`src/rtl/ysyx_22041071_rf_wport_arb_pkg.sv`:
```
// Shared types and sizes for the register-file write-port arbiter and its scoreboard.
// The MDU starvation guard is enabled by defining YSYX_22041071_STARVE_GUARD_EN.
package ysyx_22041071_rf_wport_arb_pkg;

  localparam int unsigned REG_ADDR_W = 5;
  localparam int unsigned NUM_REGS   = 32;
  localparam int unsigned DATA_W_DEF = 64;

  typedef enum logic {
    ARB_PIPE  = 1'b0,
    ARB_FORCE = 1'b1
  } arb_state_e;

endpackage

```
`src/rtl/ysyx_22041071_rf_wport_arb_if.sv`:
```
// WB / MDU / ID / register-file signal bundle around the write-port arbiter.
// master = surrounding pipeline, slave = arbiter.
interface ysyx_22041071_rf_wport_arb_if
  import ysyx_22041071_rf_wport_arb_pkg::*;
#(
  parameter int unsigned DATA_W = DATA_W_DEF
) ();

  logic                  wb_valid;
  logic [REG_ADDR_W-1:0] wb_rd;
  logic [DATA_W-1:0]     wb_data;
  logic                  wb_stall;

  logic                  md_valid;
  logic [REG_ADDR_W-1:0] md_rd;
  logic [DATA_W-1:0]     md_data;
  logic                  md_ready;

  logic                  iss_valid;
  logic [REG_ADDR_W-1:0] iss_rd;
  logic [REG_ADDR_W-1:0] chk_rs1;
  logic [REG_ADDR_W-1:0] chk_rt;
  logic                  rs1_busy;
  logic                  rt_busy;
  logic [NUM_REGS-1:0]   sb_busy;

  logic                  rf_w_en;
  logic [REG_ADDR_W-1:0] rf_w_addr;
  logic [DATA_W-1:0]     rf_w_data;

  modport master (
    output wb_valid, wb_rd, wb_data,
    output md_valid, md_rd, md_data,
    output iss_valid, iss_rd, chk_rs1, chk_rt,
    input  wb_stall, md_ready,
    input  rs1_busy, rt_busy, sb_busy,
    input  rf_w_en, rf_w_addr, rf_w_data
  );

  modport slave (
    input  wb_valid, wb_rd, wb_data,
    input  md_valid, md_rd, md_data,
    input  iss_valid, iss_rd, chk_rs1, chk_rt,
    output wb_stall, md_ready,
    output rs1_busy, rt_busy, sb_busy,
    output rf_w_en, rf_w_addr, rf_w_data
  );

endinterface

```
`src/rtl/ysyx_22041071_sb_regs.sv`:
```
// Outstanding-MDU-destination scoreboard: one set port, one clear port, two read ports.
// Set beats clear on the same register; register 0 is never marked busy.
module ysyx_22041071_sb_regs
  import ysyx_22041071_rf_wport_arb_pkg::*;
(
  input  logic                  clk,
  input  logic                  reset,
  input  logic                  set_en,
  input  logic [REG_ADDR_W-1:0] set_idx,
  input  logic                  clr_en,
  input  logic [REG_ADDR_W-1:0] clr_idx,
  input  logic [REG_ADDR_W-1:0] rd_idx_a,
  input  logic [REG_ADDR_W-1:0] rd_idx_b,
  output logic                  busy_a_c,
  output logic                  busy_b_c,
  output logic [NUM_REGS-1:0]   sb_q
);

  logic [NUM_REGS-1:0] set_vec;
  logic [NUM_REGS-1:0] clr_vec;
  logic [NUM_REGS-1:0] sb_d;

  // Clear first, then set, so a same-cycle reissue keeps the bit.
  always_comb begin
    set_vec = '0;
    clr_vec = '0;
    if (set_en) set_vec[set_idx] = 1'b1;
    if (clr_en) clr_vec[clr_idx] = 1'b1;
    sb_d    = (sb_q & ~clr_vec) | set_vec;
    sb_d[0] = 1'b0;
  end

  always_ff @(posedge clk or negedge reset) begin
    if (!reset) sb_q <= '0;
    else        sb_q <= sb_d;
  end

  assign busy_a_c = sb_q[rd_idx_a] && (rd_idx_a != REG_ADDR_W'(0));
  assign busy_b_c = sb_q[rd_idx_b] && (rd_idx_b != REG_ADDR_W'(0));

endmodule

```
`src/rtl/ysyx_22041071_rf_wport_arb.sv`:
```
// Register-file write-port arbiter between pipeline WB and MDU writeback, plus MDU scoreboard.
// YSYX_22041071_STARVE_GUARD_EN adds the FORCE state that bounds MDU waiting to STARVE_MAX cycles.
module ysyx_22041071_rf_wport_arb
  import ysyx_22041071_rf_wport_arb_pkg::*;
#(
  parameter int unsigned DATA_W = DATA_W_DEF
`ifdef YSYX_22041071_STARVE_GUARD_EN
  , parameter int unsigned STARVE_MAX = 4
`endif
) (
  input logic                          clk,
  input logic                          reset,
  ysyx_22041071_rf_wport_arb_if.slave  bus
);

  logic md_ready_c;
  logic wb_stall_c;
  logic md_hs_c;
  logic wb_win_c;

`ifdef YSYX_22041071_STARVE_GUARD_EN
  localparam int unsigned WCNT_W = (STARVE_MAX > 2) ? $clog2(STARVE_MAX) : 1;

  arb_state_e        state_q;
  arb_state_e        state_d;
  logic [WCNT_W-1:0] wcnt_q;
  logic [WCNT_W-1:0] wcnt_d;

  always_ff @(posedge clk or negedge reset) begin
    if (!reset) begin
      state_q <= ARB_PIPE;
      wcnt_q  <= '0;
    end else begin
      state_q <= state_d;
      wcnt_q  <= wcnt_d;
    end
  end

  // Handshake/next-state: FORCE lasts exactly one cycle and gives the MDU priority.
  always_comb begin
    state_d    = ARB_PIPE;
    wcnt_d     = '0;
    md_ready_c = !bus.wb_valid;
    wb_stall_c = 1'b0;
    if (state_q == ARB_FORCE) begin
      md_ready_c = 1'b1;
      wb_stall_c = bus.wb_valid && bus.md_valid;
    end
    if (bus.md_valid && !md_ready_c) wcnt_d = wcnt_q + WCNT_W'(1);
    if ((state_q == ARB_PIPE) && bus.md_valid && !md_ready_c &&
        (wcnt_d == WCNT_W'(STARVE_MAX - 1)))
      state_d = ARB_FORCE;
  end
`else
  // Strict WB priority: the MDU only gets the port on WB bubbles.
  always_comb begin
    md_ready_c = !bus.wb_valid;
    wb_stall_c = 1'b0;
  end
`endif

  // WB takes the port whenever it is requesting and the MDU did not.
  assign md_hs_c  = bus.md_valid && md_ready_c;
  assign wb_win_c = bus.wb_valid && !md_hs_c;

  assign bus.md_ready = md_ready_c;
  assign bus.wb_stall = wb_stall_c;

  logic                  rf_w_en_q;
  logic [REG_ADDR_W-1:0] rf_w_addr_q;
  logic [DATA_W-1:0]     rf_w_data_q;

  // Write-port register; address/data hold when nobody wins.
  always_ff @(posedge clk or negedge reset) begin
    if (!reset) begin
      rf_w_en_q   <= 1'b0;
      rf_w_addr_q <= '0;
      rf_w_data_q <= '0;
    end else if (md_hs_c) begin
      rf_w_en_q   <= (bus.md_rd != REG_ADDR_W'(0));
      rf_w_addr_q <= bus.md_rd;
      rf_w_data_q <= bus.md_data;
    end else if (wb_win_c) begin
      rf_w_en_q   <= (bus.wb_rd != REG_ADDR_W'(0));
      rf_w_addr_q <= bus.wb_rd;
      rf_w_data_q <= bus.wb_data;
    end else begin
      rf_w_en_q   <= 1'b0;
    end
  end

  assign bus.rf_w_en   = rf_w_en_q;
  assign bus.rf_w_addr = rf_w_addr_q;
  assign bus.rf_w_data = rf_w_data_q;

  logic                rs1_busy_c;
  logic                rt_busy_c;
  logic [NUM_REGS-1:0] sb_q;

  ysyx_22041071_sb_regs u_sb_regs (
    .clk      (clk),
    .reset    (reset),
    .set_en   (bus.iss_valid && (bus.iss_rd != REG_ADDR_W'(0))),
    .set_idx  (bus.iss_rd),
    .clr_en   (md_hs_c),
    .clr_idx  (bus.md_rd),
    .rd_idx_a (bus.chk_rs1),
    .rd_idx_b (bus.chk_rt),
    .busy_a_c (rs1_busy_c),
    .busy_b_c (rt_busy_c),
    .sb_q     (sb_q)
  );

  assign bus.rs1_busy = rs1_busy_c;
  assign bus.rt_busy  = rt_busy_c;
  assign bus.sb_busy  = sb_q;

endmodule

```
`src/flat_wrapper.sv`:
```
// flat-port wrapper written by rule: the top's interface ports become plain ports
module ysyx_22041071_rf_wport_arb_flat import ysyx_22041071_rf_wport_arb_pkg::*;
#(
  parameter int unsigned DATA_W = DATA_W_DEF

)
  (clk, reset, bus_wb_valid, bus_wb_rd, bus_wb_data, bus_md_valid, bus_md_rd, bus_md_data, bus_iss_valid, bus_iss_rd, bus_chk_rs1, bus_chk_rt, bus_wb_stall, bus_md_ready, bus_rs1_busy, bus_rt_busy, bus_sb_busy, bus_rf_w_en, bus_rf_w_addr, bus_rf_w_data);
  ysyx_22041071_rf_wport_arb_if #(.DATA_W(DATA_W)) bus_i ();
  input logic clk;
  input logic reset;
  input wire logic [$bits(bus_i.wb_valid)-1:0] bus_wb_valid;
  input wire logic [$bits(bus_i.wb_rd)-1:0] bus_wb_rd;
  input wire logic [$bits(bus_i.wb_data)-1:0] bus_wb_data;
  input wire logic [$bits(bus_i.md_valid)-1:0] bus_md_valid;
  input wire logic [$bits(bus_i.md_rd)-1:0] bus_md_rd;
  input wire logic [$bits(bus_i.md_data)-1:0] bus_md_data;
  input wire logic [$bits(bus_i.iss_valid)-1:0] bus_iss_valid;
  input wire logic [$bits(bus_i.iss_rd)-1:0] bus_iss_rd;
  input wire logic [$bits(bus_i.chk_rs1)-1:0] bus_chk_rs1;
  input wire logic [$bits(bus_i.chk_rt)-1:0] bus_chk_rt;
  output wire logic [$bits(bus_i.wb_stall)-1:0] bus_wb_stall;
  output wire logic [$bits(bus_i.md_ready)-1:0] bus_md_ready;
  output wire logic [$bits(bus_i.rs1_busy)-1:0] bus_rs1_busy;
  output wire logic [$bits(bus_i.rt_busy)-1:0] bus_rt_busy;
  output wire logic [$bits(bus_i.sb_busy)-1:0] bus_sb_busy;
  output wire logic [$bits(bus_i.rf_w_en)-1:0] bus_rf_w_en;
  output wire logic [$bits(bus_i.rf_w_addr)-1:0] bus_rf_w_addr;
  output wire logic [$bits(bus_i.rf_w_data)-1:0] bus_rf_w_data;
  assign bus_i.wb_valid = bus_wb_valid;
  assign bus_i.wb_rd = bus_wb_rd;
  assign bus_i.wb_data = bus_wb_data;
  assign bus_i.md_valid = bus_md_valid;
  assign bus_i.md_rd = bus_md_rd;
  assign bus_i.md_data = bus_md_data;
  assign bus_i.iss_valid = bus_iss_valid;
  assign bus_i.iss_rd = bus_iss_rd;
  assign bus_i.chk_rs1 = bus_chk_rs1;
  assign bus_i.chk_rt = bus_chk_rt;
  assign bus_wb_stall = bus_i.wb_stall;
  assign bus_md_ready = bus_i.md_ready;
  assign bus_rs1_busy = bus_i.rs1_busy;
  assign bus_rt_busy = bus_i.rt_busy;
  assign bus_sb_busy = bus_i.sb_busy;
  assign bus_rf_w_en = bus_i.rf_w_en;
  assign bus_rf_w_addr = bus_i.rf_w_addr;
  assign bus_rf_w_data = bus_i.rf_w_data;
  ysyx_22041071_rf_wport_arb #(.DATA_W(DATA_W)) u_core (.clk(clk), .reset(reset), .bus(bus_i));
endmodule
```
`config.mk`:
```
export PLATFORM = sky130hd
export DESIGN_NAME = ysyx_22041071_rf_wport_arb_flat
export DESIGN_NICKNAME = d
export VERILOG_FILES = /design/src/rtl/ysyx_22041071_rf_wport_arb_pkg.sv /design/src/rtl/ysyx_22041071_rf_wport_arb_if.sv /design/src/rtl/ysyx_22041071_sb_regs.sv /design/src/rtl/ysyx_22041071_rf_wport_arb.sv /design/src/flat_wrapper.sv
export SDC_FILE = /design/constraint.sdc
export NUM_CORES = 1
export LEC_CHECK = 0
export BUFFER_PORTS_ARGS = -buffer_cell sky130_fd_sc_hd__buf_2
export CORE_MARGIN = 10
export CORE_UTILIZATION = 30
export DETAILED_ROUTE_END_ITERATION = 16
export SLEW_MARGIN = 15
export SYNTH_ARGS = -nofsm -noshare
export SYNTH_HDL_FRONTEND = slang
export SYNTH_SLANG_ARGS = --single-unit
```
`constraint.sdc`:
```
create_clock -name clk -period 1.7 [get_ports clk]
set_input_delay 0.085 -clock clk [delete_from_list [all_inputs] [get_ports clk]]
set_output_delay 0.085 -clock clk [all_outputs]
set_load 0.02 [all_outputs]
```
Word-level counts from Yosys, hierarchy flattened

Cells that the tools add are included.

Word-level logic and storage cells: 44
Register bits: 101
Output and inout bits: 106
Bits of input ports: 158

Reduce and logical (&&, ||, !) cells: 15
Bitwise gates (word level): 3
Mux-type cells: 16
$lt $le $gt $ge: 6

Operator list:

| kind               | count |
|---|---|
| $mux 64            | 2 |
| $mux 32            | 2 |
| $and 32x32->32     | 1 |
| $not 32->32        | 1 |
| $or 32x32->32      | 1 |
| $reduce_bool 5->1  | 5 |
| $lt 5x6->1 const B | 4 |
| $bmux 1 s5         | 2 |
| $demux 1 s5        | 2 |
| $ge 5x1->1 const B | 2 |
| $mux 5             | 2 |
| $logic_and 1x1->1  | 7 |
| $mux 1             | 6 |
| $logic_not 1->1    | 2 |
| $reduce_bool 2->1  | 1 |

Depth between registers and ports, before layout

Gate-level depths: netlist (run 1).

Depth after elaboration: 8
Mapped depth: 5
Mapped depth without buffers: 4

Hierarchy

From an unflattened synthesis (run 1), not the netlist that was laid out.

Cells, all modules: 505
Area, all modules: 5210.0 µm²

Modules (own cells, without submodules):

| module                     | times used | sequential area each (µm²) | cells each | area each (µm²) |
|---|---|---|---|---|
| ysyx_22041071_rf_wport_arb | 1          | 1751.7                     | 311        | 3265.6 |
| ysyx_22041071_sb_regs      | 1          | 775.7                      | 194        | 1944.4 |

Worst setup path before layout (run 1)

No wires, ideal clock.

Path kind: reg2out
Start point: register u_core.u_sb_regs.sb_q[26]
End point: output bus_rs1_busy
Data arrival time: 1.532 ns
Stages on the path, launching flop included: 5
Required time: 1.615 ns
Setup slack: 0.083 ns
Path buffers: 0
Cell sequence: dfrtp_1 mux2_1 o311ai_0 a221oi_1 a221o_1

Cells in the longest elaborated chain, start to end: 3

Ends and longest elaborated chain:

| what                         | RTL line                    | text |
|---|---|---|
| start, declared              | ysyx_22041071_sb_regs.sv:16 | `output logic [NUM_REGS-1:0] sb_q` |
| start signal, assigned       | ysyx_22041071_sb_regs.sv:34 | `if (!reset) sb_q <= '0;` |
| start signal, assigned       | ysyx_22041071_sb_regs.sv:35 | `else sb_q <= sb_d;` |
| $bmux 1 s5                   | ysyx_22041071_sb_regs.sv:38 | `assign busy_a_c = sb_q[rd_idx_a] && (rd_idx_a != REG_ADDR_W'(0));` |
| $mux 1 (implied by the code) | ysyx_22041071_sb_regs.sv:38 |  |
| $logic_and 1x1->1            | ysyx_22041071_sb_regs.sv:38 |  |
| end, declared                | flat_wrapper.sv:23          | `output wire logic [$bits(bus_i.rs1_busy)-1:0] bus_rs1_busy;` |

No other way between the ends. The select of a mux whose other input is x is not followed.

Worst setup path in the final report (run 1)

Start point: register u_core.u_sb_regs.sb_q[7]
End point: output bus_rs1_busy

Same word-level chain as after synthesis.

==> reports/qor.yml, run 1 <==
cellPowerDensity_mw_per_mm2: 926.6
num_rows: 47
synth_area_mm2: 0.005136
cts.path.max_buffers: 2
max_cap_violations: 0
die_w_um: 150.8
nets: 985
hold_path.class: "input pin to flop"
required_ns: 1.62
ys_dominant_reg_cell: "dfrtp_1"
cts_buffers: 9
async_flop_share_pct: 100.0
synthTopCellsByCount: "o21ai_0, dfrtp_1, mux2i_1"
synth_edf_count: 0
hold_violations: 0
routed_wirelength_um: 19300
clk_latency_ns: 0.34
antenna_found_initial: 0
ant_nets: 0
synth.area.top_cells: "dfrtp_1, mux2i_1, o21ai_0, nand2_1, nand3b_1"
peakVddDrop_mv: 0.6161
critPathArrivalTime_ns: 1.90
initial_utilization_pct: 30.75
yosysTopAreaCell: "dfrtp_1"
cp_max_fo: 4
die_height_um: 150.8
areaGrowthSynthToFinish_pct: 50.94
drv_slew: 0
reg2reg_from: "u_core.u_sb_regs.sb_q[2]"
hold_ws_ns: 0.02178
setup_violations: 2
wl_per_cell_um: 18.35
clock_tree.root_cell: "clkbuf_16"
clkTransAtPathRegs_ns: 0.08
rsz0062_at_grt: "true"
clock_skew_ns: 0
critPathLaunchType: "flop"
grt_max_degree: 141
drc: 0
routed_via_density: 4.876
place_ws_ns: 0.007835
avgSynthCellArea_um2: 10.21
drt_pass1_iterations: 4
yosysWarnings: 0
fin_setup_tns_ns: -0.5679
overflow: 0
cp-end-kind: "output port"
io_pins: 264
ys_seq_elements: 101
grt_pass1_wl_um: 29760
htree_levels: 3
antennaDiodeCount: 0
power_leakage_uw: 0.003809
violations: "negative setup slack"
fin_crit_sh_pct: 117.0
vias: 5130
crit_type: "flop to output port"
track_usage_pct: 16.38
crit_chain: "mux4_2, o22ai_2, a2111oi_1, a221o_1, buf_6"
outcome: "finished with violations"
cts_tree: "yes"
period_needed_ns: 1.988
syn_inst: 503
relSlewSlack_pct: 65.04
slowest_delay_ns: 0.48
die_area_mm2: 0.02275
clock-sinks: 101
drive_gt1_share_pct: 37.62
dp.cells: 963
worst_pin_slew_ns: 0.5243
timing.final.ws_setup_ns: -0.2883
synth_seq_area_share_pct: 49.21
drt_iter0_markers: 288
yosysUniqueCellTypes: 40
p_total_uw: 7184
hold_start: "bus_md_data[36]"
critical-path-slowest-cell: "mux4_2"
grt_pass1_vias: 5515
crit_start: "u_core.u_sb_regs.sb_q[7]"
instances_no_fill: 1052
port_buffers: 261
synth_top_area_share_pct: 49.21
yosysMostFrequentCell: "o21ai_0"
globalplace.congestion: 0.8332
fmax_mhz: 502.9
dpl.hpwl_um: 14330
core_mm2: 0.01670
[metal layers]
| layer | track usage (%) | wire [um] |
|---|---|---|
| met4 | 6.449 | 480 |
| met3 | 6.205 | 2008 |
| met1 | 19.67 | 7966 |
| met2 | 26.01 | 8846 |
| met5 | 0 | 0 |
[cell families after synthesis]
| family | after synthesis | synth area share, % |
|---|---|---|
| simple gates | 117 | 11.16 |
| other cells | 1 | 0.07301 |
| flops | 101 | 49.21 |
| compound gates | 153 | 16.35 |
| buf+inv | 38 | 3.630 |
| mux | 93 | 19.59 |
[power breakdown]
group / total (uW) / internal [uW] / switching (uW)
combinational: 2130 / 927 / 1210
clock: 2040 / 1060 / 981
sequential: 3010 / 2730 / 277
[critical path, delay by kind of cell, from the launching register on]
kind | cells | cell delay [ns]
AOI/OAI and AO/OA | 3 | 0.53
muxes | 1 | 0.48
DFF | 1 | 0.40
buffers and inverters | 1 | 0.14
[final cells by class]
| cell class | count | area (um2) |
|---|---|---|
| inverter | 3 | 11.26 |
| clock buffer | 10 | 239.0 |
| clock inverter | 6 | 53.80 |
| sequential | 101 | 2527 |
| multi-input combinational | 365 | 2449 |
| tap | 220 | 275.3 |
| timing repair buffer | 347 | 2197 |
| fill | 1596 | 8949 |
[flip-flops by register name (all words and copies together), names as in the netlist]
signal	count
u_core.bus.rf_w_en	1
u_core.u_sb_regs.sb_q	31
u_core.bus.rf_w_addr	5
u_core.bus.rf_w_data	64
[worst paths after layout]
check	slack [ns]	cells after the start	to
max	-0.29	5	bus_rs1_busy
min	0.02	3	u_core.bus.rf_w_data[36]
max reg2reg	0.80	3	u_core.u_sb_regs.sb_q[2]
min reg2reg	0.57	2	u_core.bus.rf_w_data[12]
max in group asynchronous	0.91	3	u_core.bus.rf_w_data[41]
min in group asynchronous	0.23	2	u_core.u_sb_regs.sb_q[19]
[stage by stage]
| stage | utilization (%) | instance area, um2 |
|---|---|---|
| 2_1_floorplan | - | 5140 |
| 3_3_place_gp | 40.13 | 6701 |
| 3_5_place_dp | 40.13 | 6701 |
| 4_1_cts | 46.28 | 7729 |
| 5_1_grt | 46.42 | 7752 |
| 6_report | 46.42 | 7752 |
[layout by cell type (no fill, tap or decap), drive strengths merged, types with 3 or more instances in the layout]
master / Yosys / layout
buf: 23 / 277
o21ai: 132 / 132
dfrtp: 101 / 101
mux2i: 81 / 81
nand2: 75 / 75
dlygate4sd3: 0 / 70
nand3b: 10 / 10
clkbuf: 12 / 10
mux2: 8 / 8
nand3: 6 / 6
nor2b: 6 / 6
inv: 3 / 6
or3b: 5 / 5
mux4: 4 / 4
a2111oi: 4 / 4
nor2: 3 / 3
o311ai: 3 / 3
[repair_timing]
action	in CTS	in global routing
setup buffers	1	2
cloned	0	0
pin swaps	3	1
gates resized for setup	9	3
endpoints found under the setup margin	2	2
hold endpoints to repair	99	0
hold buffers	70	0
No activity file was read; power rests on OpenSTA's default activity.
==> run 2: changes to the inputs <==
==> constraint.sdc (replaced) <==
create_clock -name clk -period 2.3 [get_ports clk]
set_input_delay 0.115 -clock clk [delete_from_list [all_inputs] [get_ports clk]]
set_output_delay 0.115 -clock clk [all_outputs]
set_load 0.02 [all_outputs]
==> run 2 against run 1 <==
  * The run now ends clean
  * Critical path depth did not move
  * Non-clock buffer count is 13 lower
  * Global-route usage hardly changed
  * Flip-flop and latch count unchanged
  * Routed wire length increased by 0.33%
  * Final cell count shrank 1.2%
  * Die area is the same
  * Register-to-register slack better by 0.73 ns
  * Setup slack gained 0.51 ns
  * Core utilization fell by 0.94 points
  * Clock skew stayed put
  * Critical path type unchanged
  * Largest cell class unchanged
  * Highest routed layer unchanged
==> reports/qor.yml, run 2 (same netlist as run 1, synthesis figures left out) <==
drc: 0  # unchanged
rsz0062_at_grt: "false"
p_total_uw: 5200  # -28%
hold_violations: 0  # unchanged
htree_levels: 3  # unchanged
cp_num_buf_inv: 1  # unchanged
wl_per_cell_um: 18.64  # +1.6%
crit_chain: "mux4_1, o22ai_1, a2111oi_1, a221o_1, buf_2"
fmax_mhz: 481.9
drive_gt1_share_pct: 35.90  # -1.7 points
grt_pass1_wl_um: 29820  # +0.21%
track_usage_pct: 16.42  # +0.043 points
antenna_found_initial: 0  # unchanged
period_needed_ns: 2.075
fin_crit_sh_pct: 90.22
dp.cells: 954  # -0.93%
cts-resized-gates: 0  # -9
cts.path.max_buffers: 2  # unchanged
final_cell_mix: "buf_2, o21ai_0, dfrtp_1, mux2i_1, nand2_1"
nets: 972  # -1.3%
worstRegToRegCells: 2  # -1
overflow: 0  # unchanged
crit_type: "flop to output port"
cp-end-kind: "output port"
cp_max_fo: 4  # unchanged
clkTransAtPathRegs_ns: 0.07  # about the same
reg2reg_from: "u_core.u_sb_regs.sb_q[31]"
cts_tree: "yes"
ff2ff_setup_slack_ns: 1.53  # +0.73 ns
cellPowerDensity_mw_per_mm2: 684.6  # -26%
peakVddDrop_mv: 0.4409  # -28%
cts_buffers: 9  # unchanged
cpLargestDelayFamily: "multiplexers"
grt_max_degree: 141  # unchanged
outcome: "finished, final reports clean"
die_w_um: 150.8  # unchanged
clock_skew_ns: 0  # unchanged
slowest_delay_ns: 0.52  # +0.04 ns
critPathArrivalTime_ns: 1.96  # +0.06 ns
initial_utilization_pct: 30.75  # unchanged
globalplace.congestion: 0.8871  # +6.5%
die_area_mm2: 0.02275  # unchanged
routed_via_density: 4.931  # +1.1%
hold_start: "bus_wb_rd[4]"
clk_latency_ns: 0.34  # about the same
core_mm2: 0.01670  # unchanged
final_common_cell: "buf_2"
areaGrowthSynthToFinish_pct: 47.87
power_leakage_uw: 0.003733  # -2.0%
fill_cells: 1574  # -1.4%
io_pins: 264  # unchanged
clock-sinks: 101  # unchanged
clock_tree.root_cell: "clkbuf_16"
grt_pass1_vias: 5294  # -4.0%
dpl.hpwl_um: 14360  # +0.19%
hold_end: "u_core.bus.rf_w_addr[4]"
ant_nets: 0  # unchanged
critPathLaunchType: "flop"
die_height_um: 150.8  # unchanged
instances_no_fill: 1039  # -1.2%
min_path_cells: 3  # unchanged
max_cap_violations: 0  # unchanged
routed_wirelength_um: 19370  # +0.33%
drt_pass1_iterations: 5  # +1
reg2reg_to: "u_core.u_sb_regs.sb_q[31]"
hold_path.class: "input pin to flop"
num_rows: 47  # unchanged
required_ns: 2.18  # +0.56 ns
multi_input_area_mm2: 0.002426  # -0.92%
port_buffers: 261  # unchanged
fin_setup_tns_ns: 0  # +0.5679 ns
relSlewSlack_pct: 62.74  # -2.3 points
critical-path-slowest-cell: "mux4_1"
crit_start: "u_core.u_sb_regs.sb_q[10]"
setup_violations: 0  # -2
vias: 5123  # -0.14%
drt_iter0_markers: 285  # -1.0%
worst_pin_slew_ns: 0.5590  # +0.03462 ns
largest_reg_flops: 64  # unchanged
final-seq-area_mm2: 0.002527  # unchanged
drv_slew: 0  # unchanged
antennaDiodeCount: 0  # unchanged
-- run 2: cell types whose count changed in the layout (fill, tap and decap cells not counted), sizes merged --
cell,change
dlygate4sd3,-1
buf,-12
clkbuf,-1
clkinvlp,+1
-- run 2: worst max path at each step --
| stage | to | slack, ns | cells past startpoint |
|---|---|---|---|
| final | bus_rt_busy | 0.22 | 5 |
| after global routing | bus_rt_busy | 0.11 | 5 |
| after CTS | bus_rs1_busy | 0.21 | 5 |
| after detailed placement | bus_rs1_busy | 0.58 | 6 |
| after global placement | bus_rs1_busy | 0.55 | 6 |
| after floorplan | bus_rs1_busy | 0.65 | 4 |
-- run 2: worst register-to-register path: stages (launching register included) --
cell	delay [ns]
dfrtp_1	0.44
o21ai_0	0.09
o21ai_0	0.11
-- run 2: routing by layer --
layer	vias to the layer above	share of wire, %	wire length, um	track usage, %
li1	2441	-	-	-
met1	2418	42	8199	20.66
met2	241	46	8850	25.66
met3	23	11	2050	6.325
met4	0	1.4	265	4.764
met5	-	0	0	0
-- run 2: final cells by class --
| class | instances | share of cell area [%] |
|---|---|---|
| timing repair buffer | 334 | 27.28 |
| inverter | 3 | 0.1483 |
| clock buffer | 9 | 2.965 |
| sequential | 101 | 33.28 |
| tap | 220 | 3.624 |
| multi-input combinational | 365 | 31.94 |
| clock inverter | 7 | 0.7578 |
-- run 2: timing repair --
item                                   4_1_cts  5_1_grt
endpoints found under the hold margin      137        0
buffers inserted                             0        0
hold buffers                                69        0
-- run 2: stage by stage --
step / instance area (um2) / setup slack, ns / utilization (%) / hold WS (ns)
floorplan: 5140 / 0.6533 / - / -0.1806
finish: 7595 / 0.2248 / 45.48 / 0.01120
global placement: 6621 / 0.5505 / 39.65 / 0.008339
global route: 7595 / 0.1082 / 45.48 / 0.03911
CTS: 7595 / 0.2060 / 45.48 / 0.001190
detailed placement: 6621 / 0.5757 / 39.65 / 0.009066
-- run 2: report_power, final --
part / internal, uW / switching (uW)
Sequential: 2020 / 204
Combinational: 628 / 867
Clock: 751 / 731
Total: 3400 / 1800
==> run 3: changes to the inputs <==
--- a/config.mk
+++ b/config.mk
@@ -5,6 +5,7 @@
 export SDC_FILE = /design/constraint.sdc
 export NUM_CORES = 1
 export LEC_CHECK = 0
+export ABC_AREA = 1
 export BUFFER_PORTS_ARGS = -buffer_cell sky130_fd_sc_hd__buf_2
 export CORE_MARGIN = 10
 export CORE_UTILIZATION = 30
==> run 3 against run 2 <==
  * Non-clock buffer count up 58
  * Clock skew unchanged
  * Die area is 0.66% lower
  * Total power grew 4.9%
  * Core utilization grew 3.3 points
  * Combinational power rose by 11%
  * Final cell count up 23%
  * Sequential share of layout area is 2.1 points lower
  * Cell area grew 6.9%
  * Flip-flop and latch count unchanged
  * Critical endpoint is now u_core.bus.rf_w_data[38]
==> reports/qor.yml, run 3 <==
yosysTopAreaCell: "dfrtp_1"
path_common_cell: "inv_2"
yosysMostFrequentCell: "nand2_1"
cp_num_buf_inv: 5  # +4
drt_pass1_iterations: 5  # unchanged
antenna_found_initial: 2  # +2
rsz0062_at_grt: "false"
fin_crit_sh_pct: 74.99  # -15 points
ys_seq_elements: 101  # unchanged
cts-resized-gates: 0  # unchanged
critPathArrivalTime_ns: 2.00  # +0.04 ns
cp_max_fo: 64  # +60
routed_via_density: 4.740  # -3.9%
grt_pass1_wl_um: 34350  # +15%
hold_path.class: "input pin to flop"
switchingPower_uw: 1880  # +4.3%
synth_seq_area_share_pct: 49.58  # +0.37 points
nets: 1213  # +25%
die_w_um: 150.4  # -0.33%
worstRegToRegCells: 3  # +1
hold_end: "u_core.bus.rf_w_addr[4]"
io_pins: 264  # unchanged
ff2ff_setup_slack_ns: 1.01  # -0.52 ns
yosysWarnings: 0  # unchanged
drv_slew: 0  # unchanged
critPathLaunchType: "input pin"
fin_setup_tns_ns: 0  # unchanged
slowest_delay_ns: 0.59  # +0.07 ns
hold_violations: 0  # unchanged
avgSynthCellArea_um2: 7.485  # -27%
synth_area_mm2: 0.005097  # -0.76%
grt_max_degree: 65  # -54%
drive_gt1_share_pct: 27.36  # -8.5 points
final-seq-area_mm2: 0.002527  # unchanged
crit_chain: "buf_2, inv_2, nand2_4, inv_2, buf_4, nand2_1, nand3_1, dlygate4sd3_1"
routed_wirelength_um: 22190  # +15%
clk_latency_ns: 0.34  # about the same
fmax_mhz: 579.8  # +20%
setup_violations: 0  # unchanged
largest_reg_flops: 64  # unchanged
power_leakage_uw: 0.004252  # +14%
synth.area.top_cells: "dfrtp_1, nand2_1, nand3_1, o21ai_0, inv_1"
overflow: 0  # unchanged
worst_pin_slew_ns: 0.7078  # +0.1489 ns
synth_top_area_share_pct: 49.58  # +0.37 points
outcome: "finished, final reports clean"
async_flop_share_pct: 100.0  # unchanged
grt_pass1_vias: 6398  # +21%
syn_inst: 681  # +35%
clkTransAtPathRegs_ns: 0.07  # about the same
crit_type: "input pin to flop"
clock-sinks: 101  # unchanged
p_comb_share_pct: 30.5  # +1.8 points
clockPowerShare_pct: 28.8  # +0.3 points
critical-path-slowest-cell: "dlygate4sd3_1"
drc: 0  # unchanged
port_buffers: 261  # unchanged
ant_nets: 0  # unchanged
period_needed_ns: 1.725  # -0.3503 ns
cpLargestDelayFamily: "buffers and inverters"
hold_start: "bus_wb_rd[4]"
clock_skew_ns: 0  # unchanged
final_util_pct: 48.79  # +3.3 points
required_ns: 2.58  # +0.40 ns
synthTopCellsByCount: "nand2_1, nand3_1, dfrtp_1"
cts_tree: "yes"
max_cap_violations: 0  # unchanged
cts_setup_buffers: 0  # unchanged
final_cell_mix: "nand2_1, buf_2, dlygate4sd3_1, nand3_1, dfrtp_1"
reg2reg_from: "u_core.bus.rf_w_data[38]"
dpl.hpwl_um: 15660  # +9.1%
cts.path.max_buffers: 2  # unchanged
core_mm2: 0.01664  # -0.35%
die_area_mm2: 0.02261  # -0.66%
ctsHoldBuffers: 126  # +83%
clock_tree.root_cell: "clkbuf_16"
cellPowerDensity_mw_per_mm2: 671.8  # -1.9%
vias: 6077  # +19%
min_path_cells: 3  # unchanged
drt_iter0_markers: 306  # +7.4%
initial_utilization_pct: 30.63  # -0.12 points
cts_buffers: 9  # unchanged
reg2reg_to: "u_core.bus.rf_w_data[38]"
htree_levels: 3  # unchanged
track_usage_pct: 19.13  # +2.7 points
final_cell_area_mm2: 0.008119  # +6.9%
final_common_cell: "nand2_1"
die_height_um: 150.4  # -0.33%
synth_edf_count: 0  # unchanged
ys_dominant_reg_cell: "dfrtp_1"
intPower_uw: 3574  # +5.2%
yosysUniqueCellTypes: 22  # -45%
relSlewSlack_pct: 52.81  # -9.9 points
p_sw_share_pct: 34.47  # -0.20 points
areaGrowthSynthToFinish_pct: 59.28
wl_per_cell_um: 17.31  # -7.1%
cp-end-kind: "flop"
place_area_mm2: 0.006550  # -1.1%
peakVddDrop_mv: 0.3241  # -27%
multi_input_area_mm2: 0.002196  # -9.5%
p_seq_share_pct: 40.7  # -2.1 points
num_rows: 47  # unchanged
globalplace.congestion: 0.8722  # -1.7%
fill_cells: 1575  # +0.064%
==> run 3: worst max path at each step <==
stage,cells after the start,startpoint,slack [ns],to
6_report,8,bus_wb_valid,0.58,u_core.bus.rf_w_data[38]
3_5_place_dp,7,bus_wb_valid,0.83,u_core.bus.rf_w_data[20]
2_1_floorplan,10,u_core.u_sb_regs.sb_q[21],1.12,bus_rs1_busy
5_1_grt,8,bus_wb_valid,0.49,u_core.bus.rf_w_data[38]
4_1_cts,8,bus_wb_valid,0.67,u_core.bus.rf_w_data[20]
3_3_place_gp,12,bus_chk_rt[0],0.83,bus_rt_busy
==> run 3: tightest hold or removal path: stages <==
cell and delay (ns):
buf_2 0.09, nand2_1 0.05, o211ai_1 0.07
==> run 3: logic make-up (layout without fill, tap and decap cells) <==
group	count (synthesis)	after routing	share of synthesized area [%]
AND/OR/NAND/NOR	429	429	35.35
flip-flops	101	101	49.58
buffers and inverters	78	456	7.413
AO/OA/AOI/OAI	72	72	7.584
other	1	4	0.07357
==> run 3: final cells by class <==
| class | instances | area share [%] |
|---|---|---|
| repair buffers | 392 | 32.42 |
| flip-flops and latches | 101 | 31.13 |
| multi-input cells | 503 | 27.05 |
| well taps | 220 | 3.390 |
| clock buffers | 11 | 2.990 |
| inverters | 48 | 2.219 |
| clock inverters | 5 | 0.7397 |
| diodes | 2 | 0.06164 |
==> run 3: routing by layer <==
metal | global-route usage [%] | share of wire [%] | vias up
met5 | 0 | 0.059 | -
met4 | 6.025 | 2.3 | 2
met3 | 6.603 | 8.9 | 34
met2 | 32.96 | 50 | 251
met1 | 21.75 | 39 | 2847
li1 | - | - | 2943
==> run 3: power by group through the flow <==
stage          Clock, uW  Combinational (uW)  Sequential, uW
2_1_floorplan          0                 511            2510
3_3_place_gp           0                1420            2250
3_5_place_dp           0                1430            2250
4_1_cts             1600                1660            2220
5_1_grt             1670                1840            2250
6_report            1570                1660            2220
==> run 3: through the flow <==
step / hold WS [ns] / total power, uW / instances / worst slack [ns]
4_1_cts: 0.004378 / 5481 / 1280 / 0.6713
2_1_floorplan: -0.1806 / 3019 / 682 / 1.124
6_report: 0.01802 / 5454 / 1282 / 0.5751
3_5_place_dp: 0.06437 / 3679 / 1138 / 0.8279
5_1_grt: 0.02785 / 5762 / 1280 / 0.4866
3_3_place_gp: 0.06640 / 3669 / 1138 / 0.8301
